<file path="config.mk">
export PLATFORM = sky130hd
export DESIGN_NAME = fpu_issue_queue
export DESIGN_NICKNAME = d
export VERILOG_FILES = /design/src/rtl/fpu_pkg.sv /design/src/rtl/sync_fifo.sv /design/src/rtl/fpu_issue_queue.sv
export SDC_FILE = /design/constraint.sdc
export NUM_CORES = 1
export LEC_CHECK = 0
export CAP_MARGIN = 10
export CELL_PAD_IN_SITES_DETAIL_PLACEMENT = 1
export CELL_PAD_IN_SITES_GLOBAL_PLACEMENT = 2
export CORE_MARGIN = 2
export CORE_UTILIZATION = 40
export DETAILED_ROUTE_END_ITERATION = 7
export GPL_ROUTABILITY_DRIVEN = 0
export PLACE_DENSITY_LB_ADDON = 0.1
export SYNTH_ARGS = -nofsm -noshare
export SYNTH_HDL_FRONTEND = slang
export SYNTH_SLANG_ARGS = --single-unit
</file>
<file path="constraint.sdc">
create_clock -name clk -period 5.3 [get_ports clk]
set_clock_uncertainty 0.1 [all_clocks]
set_input_delay 0.795 -clock clk [delete_from_list [all_inputs] [get_ports clk]]
set_output_delay 0.795 -clock clk [all_outputs]
set_load 0.005 [all_outputs]
</file>
<file path="src/rtl/fpu_pkg.sv">
// Shared float_alu command encodings, command word layout and issue FSM states.
package fpu_pkg;

  localparam logic [2:0] OP_ADD = 3'd0;
  localparam logic [2:0] OP_SUB = 3'd1;
  localparam logic [2:0] OP_MUL = 3'd2;
  localparam logic [2:0] OP_DIV = 3'd3;

  localparam logic RM_NEAREST_EVEN = 1'b0;
  localparam logic RM_TOWARD_ZERO  = 1'b1;

  // Flag vector is XZOUI, X in the MSB.
  localparam int FLAG_X = 4;
  localparam int FLAG_Z = 3;
  localparam int FLAG_O = 2;
  localparam int FLAG_U = 1;
  localparam int FLAG_I = 0;

  localparam int CMD_TAG_W = 4;

  typedef struct packed {
    logic [CMD_TAG_W-1:0] tag;
    logic [2:0]           op_code;
    logic                 round_mode;
    logic                 mode_fp;
    logic [31:0]          op_a;
    logic [31:0]          op_b;
  } cmd_t;

  typedef enum logic [1:0] {
    S_IDLE  = 2'd0,
    S_ISSUE = 2'd1,
    S_GAP   = 2'd2
  } state_t;

endpackage

</file>
<file path="src/rtl/sync_fifo.sv">
// Synchronous FIFO with show-ahead head, 1-cycle write-to-read latency; push ignored when full,
// pop ignored when empty, clear drops contents (and any same-cycle push) at the edge.
module sync_fifo #(
  parameter int WIDTH = 8,
  parameter int DEPTH = 4
) (
  input  logic                     clk,
  input  logic                     rst,
  input  logic                     clear,
  input  logic                     push,
  input  logic [WIDTH-1:0]         push_data,
  input  logic                     pop,
  output logic [WIDTH-1:0]         pop_data,
  output logic                     full,
  output logic                     empty,
  output logic [$clog2(DEPTH):0]   count
);

  localparam int AW = $clog2(DEPTH);
  localparam int CW = AW + 1;

  logic [WIDTH-1:0] mem [DEPTH];
  logic [AW-1:0]    wr_ptr;
  logic [AW-1:0]    rd_ptr;
  logic             do_push;
  logic             do_pop;

  assign full     = (count == CW'(DEPTH));
  assign empty    = (count == '0);
  assign do_push  = push && !full;
  assign do_pop   = pop && !empty;
  assign pop_data = mem[rd_ptr];

  always_ff @(posedge clk) begin
    if (rst || clear) begin
      wr_ptr <= '0;
      rd_ptr <= '0;
      count  <= '0;
    end else begin
      if (do_push) wr_ptr <= wr_ptr + AW'(1);
      if (do_pop)  rd_ptr <= rd_ptr + AW'(1);
      count <= count + CW'(do_push) - CW'(do_pop);
    end
  end

  always_ff @(posedge clk) begin
    if (do_push) mem[wr_ptr] <= push_data;
  end

endmodule

</file>
<file path="src/rtl/fpu_issue_queue.sv">
// Queues core FP requests and issues them to float_alu at most once per 3 cycles, capped at MAX_INFLIGHT
// outstanding; results pass straight through with their tag, backpressure from res_ready goes to the ALU.
module fpu_issue_queue import fpu_pkg::*; #(
  parameter int DEPTH        = 4,
  parameter int MAX_INFLIGHT = 2,
  parameter int TAG_W        = CMD_TAG_W
) (
  input  logic                          clk,
  input  logic                          rst,
  input  logic                          flush,
  input  logic                          cmd_valid,
  output logic                          cmd_ready,
  input  logic [TAG_W-1:0]              cmd_tag,
  input  logic [2:0]                    cmd_op_code,
  input  logic                          cmd_round_mode,
  input  logic                          cmd_mode_fp,
  input  logic [31:0]                   cmd_op_a,
  input  logic [31:0]                   cmd_op_b,
  output logic                          alu_start,
  output logic [31:0]                   alu_op_a,
  output logic [31:0]                   alu_op_b,
  output logic [2:0]                    alu_op_code,
  output logic                          alu_round_mode,
  output logic                          alu_mode_fp,
  input  logic                          alu_ready_out,
  input  logic                          alu_valid_out,
  input  logic [31:0]                   alu_result,
  input  logic [4:0]                    alu_flags,
  output logic                          alu_ready_in,
  output logic                          res_valid,
  input  logic                          res_ready,
  output logic [31:0]                   res_data,
  output logic [4:0]                    res_flags,
  output logic [TAG_W-1:0]              res_tag,
  output logic [$clog2(DEPTH):0]        queue_count,
  output logic [$clog2(MAX_INFLIGHT):0] inflight,
  output logic                          err_orphan
);

  // Tag FIFO is rounded up to a power of two >= 2; the inflight cap keeps it from ever filling past MAX_INFLIGHT.
  localparam int TAG_DEPTH = (MAX_INFLIGHT < 2) ? 2 : (1 << $clog2(MAX_INFLIGHT));
  localparam int IW        = $clog2(MAX_INFLIGHT) + 1;
  localparam int TCW       = $clog2(TAG_DEPTH) + 1;
  localparam logic [IW-1:0] MAX_IF = IW'(MAX_INFLIGHT);

  state_t           state;
  state_t           state_nxt;
  cmd_t             cmd_in;
  cmd_t             cmd_head;
  logic             cmd_full;
  logic             cmd_empty;
  logic             cmd_push;
  logic             issue;
  logic [TAG_W-1:0] tag_head;
  logic             tag_full;
  logic             tag_empty;
  logic             tag_pop;
  logic [TCW-1:0]   tag_count;

  assign cmd_in = '{tag: cmd_tag, op_code: cmd_op_code, round_mode: cmd_round_mode,
                    mode_fp: cmd_mode_fp, op_a: cmd_op_a, op_b: cmd_op_b};

  assign cmd_ready = !cmd_full && !rst;
  assign cmd_push  = cmd_valid && cmd_ready;
  assign issue     = (state == S_IDLE) && !cmd_empty && alu_ready_out && (inflight < MAX_IF)
                     && !tag_full && !flush && !rst;

  sync_fifo #(.WIDTH($bits(cmd_t)), .DEPTH(DEPTH)) u_cmd_fifo (
    .clk(clk), .rst(rst), .clear(flush),
    .push(cmd_push), .push_data(cmd_in), .pop(issue), .pop_data(cmd_head),
    .full(cmd_full), .empty(cmd_empty), .count(queue_count)
  );

  // An orphan result (no tag in flight) must not pop, otherwise the counter would underflow.
  assign tag_pop = alu_valid_out && res_ready && !tag_empty;

  sync_fifo #(.WIDTH(TAG_W), .DEPTH(TAG_DEPTH)) u_tag_fifo (
    .clk(clk), .rst(rst), .clear(1'b0),
    .push(issue), .push_data(cmd_head.tag), .pop(tag_pop), .pop_data(tag_head),
    .full(tag_full), .empty(tag_empty), .count(tag_count)
  );

  assign inflight = IW'(tag_count);

  always_ff @(posedge clk) begin
    if (rst) state <= S_IDLE;
    else     state <= state_nxt;
  end

  always_comb begin
    state_nxt = state;
    case (state)
      S_IDLE:  if (issue) state_nxt = S_ISSUE;
      S_ISSUE: state_nxt = S_GAP;
      S_GAP:   state_nxt = S_IDLE;
      default: state_nxt = S_IDLE;
    endcase
  end

  always_comb begin
    alu_start = (state == S_ISSUE) && !rst;
  end

  always_ff @(posedge clk) begin
    if (rst) begin
      alu_op_a       <= '0;
      alu_op_b       <= '0;
      alu_op_code    <= '0;
      alu_round_mode <= 1'b0;
      alu_mode_fp    <= 1'b0;
    end else if (issue) begin
      alu_op_a       <= cmd_head.op_a;
      alu_op_b       <= cmd_head.op_b;
      alu_op_code    <= cmd_head.op_code;
      alu_round_mode <= cmd_head.round_mode;
      alu_mode_fp    <= cmd_head.mode_fp;
    end
  end

  always_ff @(posedge clk) begin
    if (rst)                            err_orphan <= 1'b0;
    else if (alu_valid_out && tag_empty) err_orphan <= 1'b1;
  end

  assign res_valid    = alu_valid_out;
  assign alu_ready_in = res_ready;
  assign res_data     = alu_result;
  assign res_flags    = alu_flags;
  assign res_tag      = tag_empty ? '0 : tag_head;

endmodule
</file>
==> flow_summary_export.csv <==
group,metric,value,unit
route,viasPerCell,5.36,
clock_tree,cts_root_buffer,"clkbuf_16",
clock_tree,cts_resized,0,
clock_tree,postCtsSetupBuffers,0,
final_layout,fin_util,49.0,%
global_route,grt_max_degree,76,
pwr,power_density,357,nW/um^2
floorplanning,num_rows,70,
final_layout,fillers,3332,
clock_tree,path_clk_slew,50,ps
placed_design,dp_hpwl,18900,microns
final_layout,layout.nets,1016,
floorplanning,fp.dieH,195,microns
synth,ys_seq_area_share,73.2,%
setup_path,r2r_setup_slack,2270,ps
synth,synthArstFlopShare,0,%
sta,setup-tns-final,0,ps
sta,hold_violations,0,
synth,syn_area,14700,sq um
clock_tree,cts_hold_buffers,0,
sta,period_needed,3390,ps
route,via_count,7466,
floorplanning,core_area,36300,sq um
synth,ys_ff_latch,386,
global_route,grt_pass1_wl,49900,microns
synth,syn_area_per_cell,19.0,sq um
sta,period_share,64.0,%
floorplanning,io_pins,237,
sta,setup_viol,0,
route,drc_errors,0,
setup_path,arrival,2500,ps
sta,maxSlewViolCount,0,
route,wl_per_cell,23.5,microns
synth,yosys_warnings,0,
route,wl,32700,microns
placed_design,dp_slack,1400,ps
setup_path,worstSetupStartpointType,"input port",
global_route,antenna_found_initial,2,
route,antenna_violating_nets_post_route,0,
pwr,irDropWorstVdd,187,uV
placed_design,portBuffers,162,
sta,timing.final.ws_setup,1910,ps
pwr,p_leak,6.28,nW
clock_tree,numClockSinks,386,
synth,syn_nets,897,
setup_path,cp_max_fo,13,
clock_tree,cts_tree,"built",
route,drt_iter0_drc,427,
clock_tree,insertion_delay,530,ps
floorplanning,die_w,195,microns
clock_tree,h-tree-depth,2,
synth,ys_types,32,
final_layout,drive_above_1_share,16.4,%
global_route,grt-ovfl-total,0,
sta,worst_pin_slew,1140,ps
run,cap_violations,0,
final_layout,syn_to_final_growth,21.4,%
clock_tree,cts_made_buffers,42,
synth,synth_edf_count,300,
floorplanning,initial_core_util,40.3,%
setup_path,path_class,"input port to output port",
synth,yosys_most_used_dff,"edfxtp_1",
setup_path,critical_path_required,4410,ps
global_route,grt_use_total,17.2,%
sta,relSlewSlack,23.8,%
route,dr.pass1.iters,4,
status,status,"finished, final reports clean",
floorplanning,design.die.area,38200,sq um
clock_tree,cts_buffer_depth,3,
hold_path,hp-class,"register to register",
setup_path,end_kind,"output port",
sta,fmax,295,MHz
global_route,grt_pass1_vias,8199,
synth,synthCells,771,
sta,grt_setup_unrepaired,"false",
[metrics by stage]
step | power (mW) | hold WS [ps] | instance area (sq um) | cells
after floorplan | 3.51 | 351 | 14700 | 771
after detailed placement | 3.64 | 389 | 16500 | 1314
after global placement | 3.63 | 356 | 16500 | 1314
after CTS | 6.43 | 396 | 17800 | 1391
after global routing | 6.55 | 430 | 17800 | 1391
final | 6.36 | 397 | 17800 | 1393
[state kept, by name, indices dropped and copies added, names as in the netlist, named ones only]
name / count
u_cmd_fifo.count: 3
u_cmd_fifo.rd_ptr: 2
u_tag_fifo.count: 2
u_tag_fifo.rd_ptr: 1
alu_op_b: 32
alu_mode_fp: 1
state: 2
alu_op_a: 32
err_orphan: 1
u_tag_fifo.mem: 8
u_cmd_fifo.mem: 292
alu_round_mode: 1
u_tag_fifo.wr_ptr: 1
alu_op_code: 3
u_cmd_fifo.wr_ptr: 2
[placed cells by master, fill, tap and decap left out, drive strengths merged, types with 3 or more instances in the layout]
master and count:
and3 3, o311a 69, and2 9, clkdlybuf4s50 162, nor3 3, clkbuf 62, ha 8, a21oi 3
mux2i 9, clkinv 12, edfxtp 300, xnor2 3, a21o 69, dfxtp 86, buf 9, mux4 73
inv 9, nand2 7, nor2 11
[cell families after synthesis]
kind of cell | count (synthesis) | share of synthesized area [%]
compound gates | 144 | 8.50
simple gates | 42 | 1.54
mux | 82 | 11.8
fa+ha+maj | 9 | 0.819
xor+xnor | 4 | 0.239
buf+inv | 104 | 3.88
flops | 386 | 73.2
[where the power goes]
group,internal (mW),switching (mW)
Clock,1.66,1.12
Sequential,3.31,0.0187
Combinational,0.120,0.130
Total,5.08,1.27
[cells in the mapped netlist, types with 7 or more instances]
master	n	area share [%]
ha_1	8	0.68
buf_4	40	2.0
mux4_2	73	11
a21o_1	69	3.5
edfxtp_1	300	61
inv_1	7	0.18
and2_1	9	0.38
buf_2	11	0.38
clkbuf_1	41	1.0
mux2i_1	9	0.61
nor2_1	11	0.28
o311a_1	69	4.7
nand2_1	7	0.18
dfxtp_1	86	12
[worst paths after layout]
kind | from | end | cells past startpoint
setup / recovery | rst | alu_start | 4
hold / removal | u_tag_fifo.wr_ptr$_SDFFE_PP0P_ | u_tag_fifo.wr_ptr$_SDFFE_PP0P_ | 1
setup reg to reg | state[1]$_SDFFE_PP0P_ | u_cmd_fifo.count[2]$_SDFF_PP0_ | 10
hold reg to reg | u_tag_fifo.wr_ptr$_SDFFE_PP0P_ | u_tag_fifo.wr_ptr$_SDFFE_PP0P_ | 1
[cell type report]
class	instances	area (sq um)	area share [%]
inverter	8	30.0	0.169
antenna	2	5.00	0.0281
tap	468	586	3.29
clock inverter	15	120	0.675
multi-input combinational	281	3380	19.0
clock buffer	62	1200	6.73
sequential	386	10700	60.3
timing repair buffer	171	1740	9.77
[worst max-delay path: stages]
cell,delay (ps)
clkdlybuf4s50_1,650
nor2_1,380
and2_1,170
clkdlybuf4s50_1,500
[layer usage]
metal  GRT usage [%]  share of wire, %  vias up
li1                -                 -     3350
met1            22.3                43     3863
met2            29.9                50      196
met3            3.23               5.1       57
met4            4.61               1.8        0
met5               0                 0        -
Note: power is estimated with default switching activity, not from simulation.
